$ cat src/rtl/wb_arbiter_pkg.sv
// Shared definitions for the writeback arbiter and its scoreboard.
// Holds register-file geometry, requester identities and the valid-index mask helper.
package wb_arbiter_pkg;

    localparam int REG_IDX_W = 5;
    localparam int XLEN      = 32;
    localparam int NREG      = 32;
    localparam int NIDX      = 1 << REG_IDX_W;

    typedef enum logic {
        REQ_ALU = 1'b0,
        REQ_LSU = 1'b1
    } req_e;

    // Bits that may ever be busy: register 0 is hardwired, indices >= n do not exist.
    function automatic logic [NIDX-1:0] reg_mask(input int unsigned n);
        logic [NIDX-1:0] m;
        m = '0;
        for (int unsigned i = 1; i < NIDX; i++) begin
            m[i] = (i < n);
        end
        return m;
    endfunction

endpackage

$ cat src/rtl/wb_arbiter_rr_arb2.sv
// Two-way round-robin grant between the ALU and load-unit writeback requesters.
// The pointer only moves on a contended grant; grants are suppressed during reset.
module rr_arb2
    import wb_arbiter_pkg::*;
(
    input  logic clk,
    input  logic rst,
    input  logic alu_valid,
    input  logic lsu_valid,
    output logic alu_grant,
    output logic lsu_grant
);

    req_e ptr;
    req_e ptr_next;

    always_comb begin
        alu_grant = 1'b0;
        lsu_grant = 1'b0;
        ptr_next  = ptr;
        if (!rst) begin
            if (alu_valid && lsu_valid) begin
                if (ptr == REQ_LSU) begin
                    lsu_grant = 1'b1;
                    ptr_next  = REQ_ALU;
                end else begin
                    alu_grant = 1'b1;
                    ptr_next  = REQ_LSU;
                end
            end else begin
                alu_grant = alu_valid;
                lsu_grant = lsu_valid;
            end
        end
    end

    always_ff @(posedge clk) begin
        if (rst) begin
            ptr <= REQ_LSU;
        end else begin
            ptr <= ptr_next;
        end
    end

endmodule

$ cat src/rtl/wb_arbiter.sv
// Writeback arbiter: merges ALU and load-unit writebacks onto one register-file port
// and keeps a busy scoreboard that stalls dispatch on RAW/WAW hazards.
module wb_arbiter #(
    parameter int NREG = wb_arbiter_pkg::NREG
) (
    input  logic                                 clk,
    input  logic                                 rst,
    input  logic                                 issue_valid,
    input  logic [wb_arbiter_pkg::REG_IDX_W-1:0] issue_rd,
    input  logic [wb_arbiter_pkg::REG_IDX_W-1:0] rs1,
    input  logic [wb_arbiter_pkg::REG_IDX_W-1:0] rs2,
    output logic                                 stall,
    input  logic                                 alu_valid,
    input  logic [wb_arbiter_pkg::REG_IDX_W-1:0] alu_rd,
    input  logic [wb_arbiter_pkg::XLEN-1:0]      alu_data,
    output logic                                 alu_ready,
    input  logic                                 lsu_valid,
    input  logic [wb_arbiter_pkg::REG_IDX_W-1:0] lsu_rd,
    input  logic [wb_arbiter_pkg::XLEN-1:0]      lsu_data,
    output logic                                 lsu_ready,
    output logic                                 rf_regwrite,
    output logic [wb_arbiter_pkg::REG_IDX_W-1:0] rf_rd,
    output logic [wb_arbiter_pkg::XLEN-1:0]      rf_regdata,
    output logic [wb_arbiter_pkg::NIDX-1:0]      busy_vec
);

    import wb_arbiter_pkg::*;

    localparam logic [NIDX-1:0] VALID_MASK = reg_mask(NREG);

    logic [NIDX-1:0]      busy;
    logic [NIDX-1:0]      set_vec;
    logic [NIDX-1:0]      clr_vec;
    logic                 alu_xfer;
    logic                 lsu_xfer;
    logic                 wb_xfer;
    logic [REG_IDX_W-1:0] wb_rd;
    logic [XLEN-1:0]      wb_data;

    rr_arb2 u_arb (
        .clk       (clk),
        .rst       (rst),
        .alu_valid (alu_valid),
        .lsu_valid (lsu_valid),
        .alu_grant (alu_ready),
        .lsu_grant (lsu_ready)
    );

    // busy[0] is never set, so index 0 cannot contribute to a stall.
    assign stall = !rst && issue_valid && (busy[rs1] || busy[rs2] || busy[issue_rd]);

    assign alu_xfer = alu_valid && alu_ready;
    assign lsu_xfer = lsu_valid && lsu_ready;
    assign wb_xfer  = alu_xfer || lsu_xfer;
    assign wb_rd    = lsu_xfer ? lsu_rd   : alu_rd;
    assign wb_data  = lsu_xfer ? lsu_data : alu_data;

    always_comb begin
        set_vec = '0;
        clr_vec = '0;
        if (issue_valid && !stall && issue_rd != '0) begin
            set_vec[issue_rd] = 1'b1;
        end
        if (wb_xfer) begin
            clr_vec[wb_rd] = 1'b1;
        end
    end

    // Set is applied after clear so a same-edge reissue keeps the bit busy.
    always_ff @(posedge clk) begin
        if (rst) begin
            busy <= '0;
        end else begin
            busy <= ((busy & ~clr_vec) | set_vec) & VALID_MASK;
        end
    end

    always_ff @(posedge clk) begin
        if (rst) begin
            rf_regwrite <= 1'b0;
            rf_rd       <= '0;
            rf_regdata  <= '0;
        end else begin
            rf_regwrite <= wb_xfer && (wb_rd != '0);
            if (wb_xfer && (wb_rd != '0)) begin
                rf_rd      <= wb_rd;
                rf_regdata <= wb_data;
            end
        end
    end

    assign busy_vec = busy;

endmodule
$ cat config.mk
export PLATFORM = sky130hd
export DESIGN_NAME = wb_arbiter
export DESIGN_NICKNAME = d
export VERILOG_FILES = /design/src/rtl/wb_arbiter_pkg.sv /design/src/rtl/wb_arbiter_rr_arb2.sv /design/src/rtl/wb_arbiter.sv
export SDC_FILE = /design/constraint.sdc
export NUM_CORES = 1
export LEC_CHECK = 0
export CORE_MARGIN = 2
export CORE_UTILIZATION = 48
export CTS_BUF_LIST = sky130_fd_sc_hd__clkbuf_16
export DETAILED_ROUTE_END_ITERATION = 10
export PLACE_DENSITY = 0.88
export SLEW_MARGIN = 10
export SYNTH_ARGS = -nofsm -noshare
export SYNTH_HDL_FRONTEND = slang
export SYNTH_SLANG_ARGS = --single-unit
$ cat constraint.sdc
create_clock -name clk -period 6.1 [get_ports clk]
set_input_delay 0.915 -clock clk [delete_from_list [all_inputs] [get_ports clk]]
set_output_delay 0.915 -clock clk [all_outputs]
set_load 0.03 [all_outputs]
==> results.json, run 1 <==
{
  "vias_per_cell": 6.45,
  "hold_buffers": 0,
  "io_buffer_count": 165,
  "crit_path_start_kind": "primary input",
  "cts.path.max_buffers": 2,
  "cap_viol_max_count": 0,
  "io_pins": 167,
  "outcome": "finished, final reports clean",
  "min_path_type": "reg -> reg",
  "post-route-util_pct": 70.0,
  "p_switching_uw": 399,
  "grt_overflow": 0,
  "synth_seq_cells": 70,
  "synth_cell_types": 55,
  "timing.setup.tns_ns": 0,
  "fill_cells": 699,
  "initial_core_util_pct": 48.7,
  "syn-instance-count": 501,
  "drc": 0,
  "worst_path_most_repeated_cell": "clkdlybuf4s50_1",
  "hpwl_um": 10600,
  "dieWidth_um": 100,
  "crit_type": "in -> out",
  "htree_num_levels": 3,
  "cts.repair.resized": 0,
  "clockRootBuffer": "clkbuf_16",
  "cpPeakStageDelay_ns": 0.81,
  "rsz0062_at_grt": "no",
  "fin_crit_sh_pct": 83.4,
  "synth-seq-area-share_pct": 31.6,
  "clkTransAtPathRegs_ns": 0.06,
  "max_freq_ghz": 0.197,
  "grt_max_degree": 41,
  "cts_tree": "built",
  "report.final.slew_viol_count": 0,
  "timing.slew.headroom_pct": 27.9,
  "period_needed_ns": 5.09,
  "vias": 4866,
  "setup_violations": 0,
  "intPower_uw": 953,
  "cts.sinks": 70,
  "core_um2": 9110,
  "area_growth_pct": 43.6,
  "numCtsBuffers": 9,
  "fin_total_pwr_uw": 1350,
  "combinationalPowerShare_pct": 26.2,
  "firstDrtPassIters": 5,
  "leakagePower_uw": 0.00220,
  "nets": 732,
  "p_clk_share_pct": 36.6,
  "synth_async_sr_flop_share_pct": 0,
  "synth_area_leaders": "dfxtp_1 32%, a311oi_2 9.8%, nand2_1 8.6%",
  "wire_per_inst_um": 19.8,
  "post_cts_buffers": 0,
  "clock_latency_ns": 0.33,
  "seqPwrFrac_pct": 37.2,
  "drive_gt1_share_pct": 12.6,
  "synth_ff_type": "dfxtp_1",
  "antennaDiodeCount": 0,
  "crit_chain": "clkdlybuf4s50_1 > mux4_2 > and2_1 > o31ai_1 > o221ai_2 > buf_4 > o311a_1 > clkdlybuf4s50_1",
  "power_switching_share_pct": 29.5,
  "synth_area_um2": 4440,
  "cp_max_fo": 32,
  "grt_pass1_wl_um": 24000,
  "crit_required_ns": 5.18,
  "rows": 35,
  "ys_warn_count": 0,
  "avgSynthCellArea_um2": 8.86,
  "synth_edf_count": 0,
  "drt_iter0_drc": 636,
  "power.density_nw_per_um2": 212,
  "finalHoldViolCount": 0,
  "drt-total-wl_um": 14900,
  "holdWs_ns": 0.493,
  "die_h_um": 100,
  "synth_top_area_cell": "dfxtp_1",
  "worst_pin_slew_ns": 1.07,
  "syn_nets": 595,
  "die_area_um2": 10000,
  "end_kind": "output pin",
  "finClkSkew_ns": 0.00505,
  "antenna_found_initial": 0,
  "first_global_vias": 4754,
  "ant_nets": 0,
  "yosysTopAreaCellShare_pct": 31.6,
  "critPathArrivalTime_ns": 4.17,
  "slowest_stage": "clkdlybuf4s50_1",
  "gp_congestion": 0.991,
  "peakVddDrop_uv": 137,
  "track_usage_pct": 29.8
}
[routing by layer]
metal  global-route usage [%]  vias to the layer above  share of wire [%]
li1                         -                     2184                  -
met1                     38.2                     2290                 39
met2                     47.7                      340                 47
met3                     8.01                       52                 11
met4                     12.0                        0                3.2
met5                        0                        -                  0
[stage by stage]
stage	worst slack, ns	cell area, um2	std cells
finish	1.01	6370	754
global route	0.893	6370	754
CTS	1.03	6370	754
detailed placement	1.04	6090	738
global placement	1.11	6090	738
floorplan	2.43	4440	501
[flip-flops by register name (all words and copies together) (netlist names)]
register / cells
rf_rd: 5
rf_regwrite: 1
busy_vec: 31
rf_regdata: 32
u_arb.ptr: 1
[power groups by stage]
stage	Sequential [uW]	Clock [uW]	Combinational, uW
3_3_place_gp	511	0	344
5_1_grt	506	520	376
2_1_floorplan	561	0	151
3_5_place_dp	512	0	351
4_1_cts	502	498	353
6_report	503	495	355
[synthesized netlist by cell type, types with 5 or more instances]
cell type / instances
a21oi_1: 5
a311oi_1: 6
a311oi_2: 29
buf_6: 5
clkbuf_1: 38
dfxtp_1: 70
mux2_2: 5
mux2i_1: 18
mux4_2: 15
nand2_1: 102
nand2b_1: 10
nand3_1: 11
nor2_1: 13
nor3_1: 41
o211ai_1: 16
o311ai_0: 16
o31ai_1: 32
[final timing paths]
check	from	end	slack [ns]	depth (start not counted)
worst min-delay path	rf_rd[1]$_SDFFE_PP0P_	rf_rd[1]$_SDFFE_PP0P_	0.49	1
worst max register to register	u_arb.ptr$_SDFFE_PP1N_	rf_regdata[31]$_SDFFE_PP0P_	3.37	8
worst min register to register	rf_rd[1]$_SDFFE_PP0P_	rf_rd[1]$_SDFFE_PP0P_	0.49	1
worst max-delay path	rs1[0]	stall	1.01	8
[layout by cell type (no fill, tap or decap), types with 4 or more instances in the layout]
cell type          n
a21oi_1            5
nor3b_1            4
dfxtp_1           70
o31ai_1           32
clkdlybuf4s50_1  164
mux2i_1           18
and2_1             4
nand2_1          102
o211ai_1          16
o21ai_0            4
nor2_1            13
inv_1              7
o311ai_0          16
nand3_1           10
mux2_2             5
a311oi_2          29
buf_4             10
clkbuf_16          9
nand2b_1          10
mux4_2            15
a311oi_1           6
nor3_1            41
nor2b_1            4
[critical path: cells and delay by family]
kind	cells	cell delay, ns
buffers and inverters	3	1.67
AO/OA/AOI/OAI	3	0.85
multiplexers	1	0.56
AND/OR/NAND/NOR	1	0.17
[final cells by class]
type                       instances  area (um2)  area share (%)
multi-input combinational        376        2800            44.0
clock buffer                       9         225            3.53
sequential                        70        1400            22.0
timing repair buffer             175        1720            27.0
tap                              111         139            2.18
inverter                           6        25.0           0.393
clock inverter                     7        58.8           0.923
[kinds of logic after synthesis]
family / Yosys count / synth area share [%]
AOI/OAI and AO/OA: 128 / 27.1
muxes: 39 / 13.3
other: 1 / 0.0845
and+or+nand+nor: 208 / 22.2
buffers and inverters: 55 / 5.72
DFF: 70 / 31.6
No activity file was read; power rests on OpenSTA's default activity.
==> run 2, diff against run 1 <==
- CORE_UTILIZATION: 48 -> 45
- PLACE_DENSITY: 0.88 -> 0.83
- clock period: 6.1 -> 4.7 ns (I/O delays scaled with it)
==> results.json, run 2 (synthesis gave the netlist of run 1 again) <==
{
  "outcome": "finished, final reports clean",
  "cap_viol_max_count": 0,
  "clockRootBuffer": "clkbuf_16",
  "first_global_vias": 4699,
  "cts.repair.resized": 0,
  "clkTransAtPathRegs_ns": 0.05,
  "post-route-util_pct": 66.0,
  "die_area_um2": 10700,
  "regArea_um2": 1400,
  "post_cts_buffers": 0,
  "largest_register": "rf_regdata",
  "cp_max_fo": 6,
  "pre_cts_slack_ns": 0.451,
  "period_needed_ns": 4.25,
  "crit_type": "in -> out",
  "io_pins": 167,
  "antenna_found_initial": 0,
  "grt_overflow": 0,
  "firstDrtPassIters": 5,
  "finalHoldViolCount": 0,
  "leakagePower_uw": 0.00219,
  "core_um2": 9680,
  "grt-busiest-layer": "met2",
  "dieWidth_um": 103,
  "end_kind": "output pin",
  "nets": 736,
  "power.density_nw_per_um2": 264,
  "hpwl_um": 11100,
  "rows": 36,
  "power_switching_share_pct": 30.2,
  "worst_pin_slew_ns": 1.35,
  "drc": 0,
  "cts_tree": "built",
  "report.final.slew_viol_count": 0,
  "crit_path_start_kind": "primary input",
  "area_growth_pct": 44.0,
  "final_common_cell": "clkdlybuf4s50_1",
  "gp_congestion": 0.942,
  "fill_cells": 795,
  "fin_crit_sh_pct": 90.4,
  "grt_pass1_wl_um": 24000,
  "intPower_uw": 1180,
  "die_h_um": 103,
  "p_clk_share_pct": 33.9,
  "io_buffer_count": 165,
  "max_freq_ghz": 0.235,
  "grt_max_degree": 42,
  "min_path_type": "reg -> reg",
  "rsz0062_at_grt": "no",
  "track_usage_pct": 29.1,
  "numCtsBuffers": 9,
  "vias_per_cell": 6.21,
  "vias": 4822,
  "grt_use_met1_pct": 35.4,
  "met2_usage_pct": 47.9,
  "drive_gt1_share_pct": 12.9,
  "timing.setup.tns_ns": 0,
  "drt_iter0_drc": 440,
  "p_switching_uw": 511,
  "initial_core_util_pct": 45.8,
  "cts.sinks": 70,
  "fin_ws_ns": 0.449,
  "peakVddDrop_uv": 222,
  "clock_latency_ns": 0.33,
  "wire_per_inst_um": 19.7,
  "layout_common_cells": "164 x clkdlybuf4s50_1, 102 x nand2_1, 70 x dfxtp_1, 41 x nor3_1, 32 x o31ai_1",
  "crit_required_ns": 3.99,
  "largest_reg_flops": 32,
  "setup_violations": 0,
  "seqPwrFrac_pct": 38.6,
  "drt-total-wl_um": 15300,
  "use_met3_pct": 7.06,
  "timing.slew.headroom_pct": 9.46,
  "antennaDiodeCount": 0,
  "multiInputGateArea_um2": 2800,
  "htree_num_levels": 3,
  "cts.path.max_buffers": 2,
  "finClkSkew_ns": 0.00719,
  "critPathArrivalTime_ns": 3.55,
  "ant_nets": 0,
  "hold_buffers": 0,
  "combinationalPowerShare_pct": 27.5
}
[run 2: power by group through the flow]
stage	registers, uW	clock network, uW	logic [uW]
6_report	652	573	464
5_1_grt	656	599	493
4_1_cts	652	581	463
3_5_place_dp	664	0	460
3_3_place_gp	663	0	454
2_1_floorplan	727	0	196
[run 2: final cells by class]
type,instances,share of cell area (%)
sequential,70,21.9
clock inverter,4,0.294
timing repair buffer,179,27.4
inverter,6,0.392
tap,133,2.60
clock buffer,9,3.52
multi-input combinational,376,43.8
[run 2: critical path: stages]
cell and delay [ns]:
clkdlybuf4s50_1 0.61, buf_4 0.22, mux4_2 0.51, mux2i_1 0.17, a21oi_1 0.09, o31ai_1 0.08, o221ai_2 0.16, o311a_1 0.37
clkdlybuf4s50_1 0.60
[run 2: final timing paths]
check	depth (start not counted)	slack [ns]	end	from
setup / recovery	9	0.45	stall	rs1[0]
hold / removal	1	0.49	rf_rd[0]$_SDFFE_PP0P_	rf_rd[0]$_SDFFE_PP0P_
setup reg to reg	8	2.15	rf_rd[4]$_SDFFE_PP0P_	u_arb.ptr$_SDFFE_PP1N_
hold reg to reg	1	0.49	rf_rd[0]$_SDFFE_PP0P_	rf_rd[0]$_SDFFE_PP0P_
[run 2: metal layers]
layer / wire [um] / up-vias
li1: - / 2196
met3: 1540 / 46
met5: 0 / -
met2: 7260 / 278
met1: 5960 / 2302
met4: 568 / 0
[run 2: through the flow]
stage | hold WS (ns) | cell area, um2 | power, uW | instances
after floorplan | 0.517 | 4440 | 924 | 501
after global placement | 0.473 | 6150 | 1120 | 764
after detailed placement | 0.476 | 6150 | 1120 | 764
after CTS | 0.492 | 6390 | 1700 | 777
after global routing | 0.508 | 6390 | 1750 | 777
final | 0.486 | 6390 | 1690 | 777
==> run 3, diff against run 2 <==
- RECOVER_POWER: not set -> 25
==> results.json, run 3 (synthesis gave the netlist of run 1 again) <==
{
  "outcome": "finished, final reports clean",
  "die_h_um": 103,
  "p_clk_share_pct": 34.2,
  "cap_viol_max_count": 0,
  "cts.sinks": 70,
  "timing.setup.tns_ns": 0,
  "initial_core_util_pct": 45.8,
  "critPathArrivalTime_ns": 3.55,
  "grt_pass1_wl_um": 24000,
  "power.density_nw_per_um2": 263,
  "finClkSkew_ns": 0.00864,
  "hold_buffers": 0,
  "antenna_found_initial": 0,
  "drt_iter0_drc": 411,
  "peakVddDrop_uv": 222,
  "io_pins": 167,
  "grt_use_met1_pct": 35.4,
  "post_cts_buffers": 0,
  "cts.repair.resized": 0,
  "finalNonFillerCells": 777,
  "use_met3_pct": 7.06,
  "timing.slew.headroom_pct": 11.0,
  "worst_pin_slew_ns": 1.32,
  "dieWidth_um": 103,
  "io_buffer_count": 165,
  "firstDrtPassIters": 5,
  "layout_common_cells": "129 x clkdlybuf4s50_1, 102 x nand2_1, 70 x dfxtp_1, 41 x nor3_1, 35 x dlygate4sd3_1",
  "crit_required_ns": 3.99,
  "numCtsBuffers": 9,
  "cts_tree": "built",
  "vias": 4798,
  "drive_gt1_share_pct": 12.9,
  "nets": 736,
  "setup_violations": 0,
  "rsz0062_at_grt": "no",
  "core_um2": 9680,
  "fill_cells": 795,
  "rows": 36,
  "grt_max_degree": 42,
  "cp_max_fo": 6,
  "finalHoldViolCount": 0,
  "leakagePower_uw": 0.00227,
  "fin_crit_sh_pct": 90.5,
  "combinationalPowerShare_pct": 27.0,
  "period_needed_ns": 4.25,
  "ant_nets": 0,
  "report.final.slew_viol_count": 0,
  "track_usage_pct": 29.1,
  "clock_latency_ns": 0.33,
  "dp.cells": 764,
  "htree_num_levels": 3,
  "wire_per_inst_um": 19.6,
  "largest_register": "rf_regdata",
  "min_path_type": "reg -> reg",
  "power_switching_share_pct": 30.4,
  "seqPwrFrac_pct": 38.8,
  "drc": 0,
  "fin_total_pwr_uw": 1680,
  "grt-busiest-layer": "met2",
  "drt-total-wl_um": 15200,
  "clockRootBuffer": "clkbuf_16",
  "die_area_um2": 10700,
  "crit_type": "in -> out",
  "p_switching_uw": 510,
  "gp_congestion": 0.942,
  "first_global_vias": 4699,
  "largest_reg_flops": 32,
  "final_common_cell": "clkdlybuf4s50_1",
  "grt_overflow": 0,
  "max_freq_ghz": 0.235,
  "cts.path.max_buffers": 2,
  "clkTransAtPathRegs_ns": 0.05,
  "area_growth_pct": 44.0,
  "vias_per_cell": 6.18,
  "met2_usage_pct": 47.9,
  "crit_path_start_kind": "primary input",
  "end_kind": "output pin",
  "antennaDiodeCount": 0,
  "intPower_uw": 1170,
  "hpwl_um": 11100
}
[run 3: cell count changes in the layout (fill, tap and decap cells not counted), sizes merged]
cell           previous run  this run
dlygate4sd3               0        35
clkdlybuf4s50           164       129
[run 3: power by group through the flow]
| stage | logic, uW | registers, uW | clock network (uW) |
|---|---|---|---|
| floorplan | 196 | 727 | 0 |
| global placement | 454 | 663 | 0 |
| detailed placement | 460 | 664 | 0 |
| CTS | 463 | 652 | 581 |
| global route | 483 | 655 | 599 |
| finish | 453 | 651 | 574 |
[run 3: worst paths after layout]
kind / start / end / slack, ns / depth (start not counted)
hold / removal: rf_rd[0]$_SDFFE_PP0P_ / rf_rd[0]$_SDFFE_PP0P_ / 0.48 / 1
setup reg to reg: u_arb.ptr$_SDFFE_PP1N_ / rf_rd[4]$_SDFFE_PP0P_ / 2.16 / 8
setup / recovery: rs1[0] / stall / 0.45 / 9
hold reg to reg: rf_rd[0]$_SDFFE_PP0P_ / rf_rd[0]$_SDFFE_PP0P_ / 0.48 / 1
[run 3: metal layers]
layer / wire length [um] / up-vias
met5: 0 / -
met4: 564 / 0
met3: 1490 / 45
met2: 7180 / 273
met1: 6020 / 2277
li1: - / 2203
[run 3: layout make-up]
cell class              count  area [um2]  area share (%)
multi-input cells         376        2800            43.8
repair buffers            179        1750            27.4
flip-flops and latches     70        1400            21.9
clock buffers               9         225            3.52
well taps                 133         166            2.60
inverters                   6        25.0           0.392
clock inverters             4        18.8           0.294
[run 3: through the flow]
step / setup slack (ns) / area, um2 / utilization [%] / hold slack, ns
final: 0.445 / 6390 / 66.0 / 0.478
after global routing: 0.272 / 6390 / 66.0 / 0.502
after CTS: 0.440 / 6390 / 66.0 / 0.492
after detailed placement: 0.451 / 6150 / 63.5 / 0.476
after global placement: 0.529 / 6150 / 63.5 / 0.473
after floorplan: 1.45 / 4440 / - / 0.517
[run 3: critical path, stage by stage]
cell             delay (ns)
clkdlybuf4s50_1        0.61
buf_4                  0.22
mux4_2                 0.51
mux2i_1                0.17
a21oi_1                0.09
o31ai_1                0.08
o221ai_2               0.16
o311a_1                0.38
clkdlybuf4s50_1        0.60
